**src/rtl/and_gate_tester.sv**
```systemverilog
`default_nettype none
// +--------------------------------------------------------------------------+
// | and_gate_tester: exhaustive sweep / ring-oscillator tester for twelve      |
// | 6-input AND variants sharing one stimulus bus.                             |
// | Rev 1.0                                                                    |
// +--------------------------------------------------------------------------+
module and_gate_tester #(
  parameter int SETTLE   = 4,
  parameter int WIN_LOG2 = 10,
  parameter int CNT_W    = 16
) (
  input  logic             clk,
  input  logic             rst,
  input  logic             start,
  input  logic             mode,
  input  logic [3:0]       sel,
  input  logic [11:0]      y,
  output logic [5:0]       a,
  output logic             osc_en,
  output logic             busy,
  output logic             done,
  output logic             pass,
  output logic [6:0]       err_cnt,
  output logic [CNT_W-1:0] count
);

  localparam int TW = (WIN_LOG2 > 8) ? WIN_LOG2 : 8;
  localparam logic [TW-1:0] C_SETTLE_LAST = TW'(SETTLE - 1);
  localparam logic [TW-1:0] C_WARM_LAST   = TW'(15);
  localparam logic [TW-1:0] C_WIN_LAST    = TW'((64'd1 << WIN_LOG2) - 64'd1);

  typedef enum logic [2:0] {
    S_IDLE   = 3'd0,
    S_APPLY  = 3'd1,
    S_SETTLE = 3'd2,
    S_CHECK  = 3'd3,
    S_WARM   = 3'd4,
    S_RCOUNT = 3'd5,
    S_FIN    = 3'd6
  } state_t;

  state_t        r_state;
  logic          r_mode;
  logic [3:0]    r_sel;
  logic [5:0]    r_pat;
  logic [TW-1:0] r_timer;
  logic          r_sync1;
  logic          r_sync2;
  logic          r_prev;

  logic [15:0]      w_y_ext;
  logic             w_ybit;
  logic             w_mismatch;
  logic [6:0]       w_err_next;
  logic             w_rise;
  logic [CNT_W-1:0] w_cnt_next;

  // Pad y so that invalid selects read a constant 0 instead of indexing out of range.
  assign w_y_ext    = {4'b0000, y};
  assign w_ybit     = w_y_ext[r_sel];
  assign w_mismatch = r_sync2 != (r_pat == 6'd63);
  assign w_err_next = (w_mismatch && (err_cnt < 7'd64)) ? err_cnt + 7'd1 : err_cnt;
  assign w_rise     = r_sync2 & ~r_prev;
  assign w_cnt_next = (w_rise && (count != {CNT_W{1'b1}})) ? count + CNT_W'(1) : count;

  always_ff @(posedge clk) begin
    if (rst) begin
      r_state <= S_IDLE;
      r_mode  <= 1'b0;
      r_sel   <= 4'd0;
      r_pat   <= 6'd0;
      r_timer <= '0;
      r_sync1 <= 1'b0;
      r_sync2 <= 1'b0;
      r_prev  <= 1'b0;
      a       <= 6'd0;
      osc_en  <= 1'b0;
      busy    <= 1'b0;
      done    <= 1'b0;
      pass    <= 1'b0;
      err_cnt <= 7'd0;
      count   <= '0;
    end else begin
      done    <= 1'b0;
      r_sync1 <= w_ybit;
      r_sync2 <= r_sync1;
      r_prev  <= r_sync2;
      case (r_state)
        S_IDLE: begin
          // busy in IDLE marks the dispatch cycle following an accepted start
          if (busy) begin
            r_pat   <= 6'd0;
            r_timer <= '0;
            if (r_sel > 4'd11) begin
              r_state <= S_FIN;
              done    <= 1'b1;
              busy    <= 1'b0;
              pass    <= 1'b0;
            end else if (r_mode) begin
              r_state <= S_WARM;
              a       <= 6'h3F;
              osc_en  <= 1'b1;
            end else begin
              r_state <= S_APPLY;
              a       <= 6'd0;
            end
          end else if (start) begin
            r_mode  <= mode;
            r_sel   <= sel;
            busy    <= 1'b1;
            pass    <= 1'b0;
            err_cnt <= 7'd0;
            count   <= '0;
          end
        end
        S_APPLY: begin
          r_state <= S_SETTLE;
          r_timer <= '0;
        end
        S_SETTLE: begin
          if (r_timer == C_SETTLE_LAST) r_state <= S_CHECK;
          else                          r_timer <= r_timer + 1'b1;
        end
        S_CHECK: begin
          err_cnt <= w_err_next;
          if (r_pat == 6'd63) begin
            r_state <= S_FIN;
            done    <= 1'b1;
            busy    <= 1'b0;
            pass    <= (w_err_next == 7'd0);
            a       <= 6'd0;
          end else begin
            r_pat   <= r_pat + 6'd1;
            a       <= r_pat + 6'd1;
            r_state <= S_APPLY;
          end
        end
        S_WARM: begin
          if (r_timer == C_WARM_LAST) begin
            r_state <= S_RCOUNT;
            r_timer <= '0;
          end else begin
            r_timer <= r_timer + 1'b1;
          end
        end
        S_RCOUNT: begin
          count <= w_cnt_next;
          if (r_timer == C_WIN_LAST) begin
            r_state <= S_FIN;
            done    <= 1'b1;
            busy    <= 1'b0;
            osc_en  <= 1'b0;
            a       <= 6'd0;
            pass    <= (w_cnt_next != '0);
          end else begin
            r_timer <= r_timer + 1'b1;
          end
        end
        S_FIN:   r_state <= S_IDLE;
        default: r_state <= S_IDLE;
      endcase
    end
  end

endmodule
`default_nettype wire

```
**config.mk**
```make
export PLATFORM = sky130hd
export DESIGN_NAME = and_gate_tester
export DESIGN_NICKNAME = d
export VERILOG_FILES = /design/src/rtl/and_gate_tester.sv
export SDC_FILE = /design/constraint.sdc
export NUM_CORES = 1
export LEC_CHECK = 0
export BUFFER_PORTS_ARGS = -buffer_cell sky130_fd_sc_hd__buf_2
export CORE_AREA = 5 5 126 80
export DETAILED_ROUTE_END_ITERATION = 10
export DIE_AREA = 0 0 131 85
export HOLD_SLACK_MARGIN = 0.12
export PLACE_DENSITY = 0.61
export REMOVE_ABC_BUFFERS = 1
export SYNTH_ARGS = -nofsm -noshare
export SYNTH_HDL_FRONTEND = slang
export SYNTH_SLANG_ARGS = --single-unit
```
**constraint.sdc**
```tcl
create_clock -name clk -period 2.46 [get_ports clk]
set_clock_uncertainty 0.2 [all_clocks]
set_input_delay 0.123 -clock clk [delete_from_list [all_inputs] [get_ports clk]]
set_output_delay 0.123 -clock clk [all_outputs]
set_load 0.1 [all_outputs]
```
# Word level (Yosys, flattened, before mapping)

Cells that the tools add are included.

Add/sub/neg operators: 4
$lt $le $gt $ge: 3
Equal/unequal tests: 25
Mux-type cells: 53
Bitwise logic cells: 3
Reduce and logical (&&, ||, !) cells: 19

Operator list:

| operator              | count |
|---|---|
| $pmux 10 s5           | 1 |
| $mux 16               | 3 |
| $mux 6                | 7 |
| $mux 10               | 4 |
| $pmux 16 s2           | 1 |
| $ne 2x2->1 const B    | 12 |
| $mux 3                | 7 |
| $mux 7                | 3 |
| $mux 1                | 18 |
| $pmux 3 s6            | 1 |
| $pmux 6 s3            | 1 |
| $add 16x1->16 const B | 1 |
| $ne 16x16->1 const B  | 1 |
| $reduce_bool 16->1    | 1 |
| $reduce_and 3->1      | 5 |
| $pmux 7 s2            | 1 |
| $pmux 6 s2            | 1 |
| $reduce_and 4->1      | 3 |
| $add 10x1->10 const B | 1 |
| $eq 10x10->1 const B  | 1 |
| $eq 10x2->1 const B   | 1 |
| $eq 10x4->1 const B   | 1 |
| $reduce_and 5->1      | 2 |
| $pmux 1 s3            | 3 |
| 21 further kinds      | 27 |

Flip-flop bits (word level): 60
Logic and storage cells: 122

# Depth between registers and ports, before layout

Word-level depth: 7
Depth in mapped cells: 8
Depth with buffers taken out: 8

# Worst setup path after synthesis

OpenSTA, ideal clock, no wires.

Path type: reg-to-reg
Start: register count[5]
End: register pass
Setup time: 130 ps
Data arrival time: 2856 ps
Path slack: -726 ps
Stages on the path, launching flop included: 9
Buffers on the path: 1
Path through: dfxtp_1 -> buf_2 -> nand4_1 -> or2_1 -> nor4_4 -> and3_1 -> mux2i_1 -> nor4_1 -> o22ai_1

Cells in the longest elaborated chain, start to end: 6

Ends and longest elaborated chain:

| element                                               | RTL line | RTL |
|---|---|---|
| from (decl)                                           | 24       | `output logic [CNT_W-1:0] count` |
| from (signal assigned)                                | 147      | `count <= w_cnt_next;` |
| branches (longest 2 deep; another with $add 16x1->16) | -        |  |
| $mux 16 *                                             | 64       | `assign w_cnt_next = (w_rise && (count != {CNT_W{1'b1}})) ? count + CNT_W'(1) : count;` |
| $reduce_bool 16->1 *                                  | 154      | `pass <= (w_cnt_next != '0);` |
| $mux 1 *                                              | 148      | `if (r_timer == C_WIN_LAST) begin` |
| $pmux 1 s3 *                                          | 88       | `case (r_state)` |
| to (signal assigned)                                  | 130      | `pass <= (w_err_next == 7'd0);` |
| to (signal assigned)                                  | 154      |  |
| to (decl)                                             | 22       | `output logic pass,` |

Every way passes the cells marked *. The select of a mux whose other input is x is not followed.
A chain may end at the register's enable or synchronous reset.

# Worst setup path in the final report

Start: register r_pat[0]
End: register pass

Cells in the longest elaborated chain, start to end: 7

Ends and longest elaborated chain:

| element                | RTL line | RTL |
|---|---|---|
| from (decl)            | 45       | `logic [5:0] r_pat;` |
| from (signal assigned) | 133      | `r_pat <= r_pat + 6'd1;` |
| $eq 6x6->1 *           | 61, 126  |  |
| $ne 1x1->1             | 61       | `assign w_mismatch = r_sync2 != (r_pat == 6'd63);` |
| $logic_and 1x1->1      | 62       | `assign w_err_next = (w_mismatch && (err_cnt < 7'd64)) ? err_cnt + 7'd1 : err_cnt;` |
| $mux 7                 | 62       |  |
| $logic_not 7->1        | 130      |  |
| $mux 1                 | 126      | `if (r_pat == 6'd63) begin` |
| $pmux 1 s3             | 88       |  |

Every way passes the cells marked *; elsewhere a longest branch is shown, timed or not. The select of a mux whose other input is x is not followed.

==> flow_summary.ini <==
[sta]
max_freq_ghz = 0.430
final-hold-violation-count = 0
post_route_worst_setup_slack_ps = 133
hold_slack_ps = 265
timing.setup.tns_ps = 0
final_period_minus_worst_setup_slack_ps = 2330
finalMaxSlewViolations = 0
setup_viol = 0
worstMarginPinSlew_ps = 499
slew-limit-headroom_pct = 66.3
min_period_over_period_pct = 94.6

[synthesis]
ys_seq_area_share_pct = 34.8
yosys.cell_types.count = 57
synth-compound-area-share_pct = 19.1
synth.top_cells.by_area = sky130_fd_sc_hd__dfxtp_1 35%, sky130_fd_sc_hd__nor2_1 7.8%, sky130_fd_sc_hd__nand2_1 4.8%
synth_simple_gate_area_share_pct = 30.9
synth_xor_area_share_pct = 4.31
synth_largest_type_area_fraction_pct = 34.8
library_cell_with_the_largest_summed_area_after_synthesis = sky130_fd_sc_hd__dfxtp_1
avgSynthCellArea_um2 = 7.91
main_combinational_cell_family_by_area_after_synthesis = simple AND/OR/NAND/NOR gates
syn-cell-area_mm2 = 0.00345
ys_warn_count = 0
synth_seq_cells = 60
post_synth_edffs = 0
synth-adder-area-share_pct = 1.45
postSynth.asyncResetShare_pct = 0
number_of_standard_cells_after_synthesis = 437
muxShareOfSynthArea_pct = 6.41
dominantRegCellSynth = sky130_fd_sc_hd__dfxtp_1

[global_route]
grt_max_degree = 29
sum_of_overflow_across_all_layers_after_global_routing = 0
antenna_found_initial = 0
first_global_vias = 3280
grt_pass1_wl_um = 16000
grtUsageTotal_pct = 17.9

[route]
detail_route.iter0.violations = 274
detail-route-antenna-nets = 0
detail_route.wirelength_um = 9850
wl_per_cell_um = 15.2
viasPerCell = 5.57
post-route-drc-count = 0
drtPass1Iterations = 5
dr_total_vias = 3613

[power]
peakVddDrop_uv = 363
power_leakage_nw = 1.90
power_density_mw_per_mm2 = 820

[layout]
num_antenna_cells = 0
commonest_non_fill_non_tap_cell_in_the_layout = sky130_fd_sc_hd__nor2_1
nets = 554
final_cell_mix = 71 x sky130_fd_sc_hd__nor2_1, 55 x sky130_fd_sc_hd__dfxtp_1, 52 x sky130_fd_sc_hd__buf_2
layout-drive-gt1-share_pct = 26.1
multiInputGateArea_mm2 = 0.00223
regArea_mm2 = 0.00121
flow.area_growth_from_synthesis_pct = 32.4
layout.filler_cells = 888

[place]
pre_cts_setup_slack_ps = 69.1
port_buffers = 52
gp_congestion = 0.883
dp.final_hpwl_um = 7210

[die]
chipWidth_um = 131
design.die.area_mm2 = 0.0111
initial_core_util_pct = 39.0
std_cell_rows = 27
core_region_area_mm2 = 0.00885
pin_count = 53
die-height_um = 85

[setup_path]
worst_setup_path_end_kind = flop
worst_setup_path_start_kind = flop
critPathRequiredTime_ps = 2470
setup.worst_path.class = flop to flop
maximum_net_fanout_on_the_critical_path = 5
timing.critical_path.arrival_ps = 2340

[clock_tree]
clk_pin_slew_ps = 50
clock_root_cell = sky130_fd_sc_hd__clkbuf_16
cts_tree = built
max-clock-path-buffers = 2
clock-sinks = 60
clk-insertion-delay-late_ps = 330
cts.htree.levels = 3
cts-buffers-inserted = 9

[status]
status = finished clean

[hold_path]
hold_class = input port to flop

[job]
max_capacitance_violation_count = 0
## through the flow
step / utilization (%) / total power, mW / cells / instance area [um2]
floorplan: - / 2.09 / 415 / 3370
global placement: 46.0 / 2.45 / 623 / 4070
detailed placement: 46.0 / 2.46 / 623 / 4070
CTS: 50.7 / 3.76 / 649 / 4480
global route: 51.7 / 3.96 / 649 / 4570
finish: 51.7 / 3.75 / 649 / 4570
## registers in the layout, summed over array words and instances (netlist names)
register / count
r_timer: 10
r_state: 3
a: 6
r_sync2: 1
r_mode: 1
r_sel: 4
busy: 1
r_pat: 6
r_prev: 1
osc_en: 1
count: 16
r_sync1: 1
pass: 1
done: 1
err_cnt: 7
## critical path, cell delays in order (launching register included)
cell	delay [ps]
sky130_fd_sc_hd__dfxtp_2	360
sky130_fd_sc_hd__ha_1	180
sky130_fd_sc_hd__nand4_1	200
sky130_fd_sc_hd__nor2_4	210
sky130_fd_sc_hd__mux2_2	400
sky130_fd_sc_hd__mux2i_1	130
sky130_fd_sc_hd__a31o_2	250
sky130_fd_sc_hd__a31oi_1	170
sky130_fd_sc_hd__o22ai_1	90
## metal layers
metal,GRT usage [%],part of all wire (%),vias to the layer above
met5,0,0,-
met3,5.53,7.4,9
met4,4.39,0.89,0
met1,26.0,50,1698
li1,-,-,1787
met2,25.6,42,119
## path summary, 6_finish.rpt
kind	slack, ps	to	startpoint	cells past startpoint
setup / recovery	130	pass$_SDFFE_PP0P_	r_pat[0]$_SDFFE_PP0P_	8
hold / removal	270	err_cnt[6]$_SDFFE_PP0P_	start	5
setup reg to reg	130	pass$_SDFFE_PP0P_	r_pat[0]$_SDFFE_PP0P_	8
hold reg to reg	270	r_pat[5]$_SDFFE_PP0P_	r_pat[5]$_SDFFE_PP0P_	2
## cell families (layout without fill, tap and decap cells)
| kind of cell | count (synthesis) | after routing |
|---|---|---|
| buffers and inverters | 27 | 123 |
| AOI/OAI and AO/OA | 101 | 101 |
| xor gates and xnor gates | 17 | 17 |
| and+or+nand+nor | 210 | 210 |
| muxes | 18 | 18 |
| adders and majority gates | 4 | 4 |
| DFF | 60 | 60 |
## cell usage after synthesis (all sizes together), types with 7 or more instances
master,instances
and3,7
xor2,7
nand3,18
dfxtp,60
nor3,12
xnor2,10
a311oi,12
a31oi,8
mux2i,12
nor2,72
nand2,44
a21oi,28
a22oi,8
clkbuf,17
nand2b,7
nand4,8
o21ai,23
## cell type report
cell class	count	area share [%]
multi-input combinational	350	48.7
tap	116	3.17
sequential	60	26.4
timing repair buffer	104	15.0
clock inverter	2	0.766
inverter	5	0.410
clock buffer	12	5.61
## power breakdown
| group | internal [mW] | switching, mW | total [mW] |
|---|---|---|---|
| sequential | 1.07 | 0.0812 | 1.16 |
| combinational | 0.445 | 0.911 | 1.36 |
| clock | 0.824 | 0.417 | 1.24 |
## repair_timing
action	4_1_cts	5_1_grt
resized for setup	0	22
setup buffers	0	0
endpoints found under the hold margin	21	0
hold buffers	12	0
endpoints found under the setup margin	0	12
Note: power is estimated with default switching activity, not from simulation.
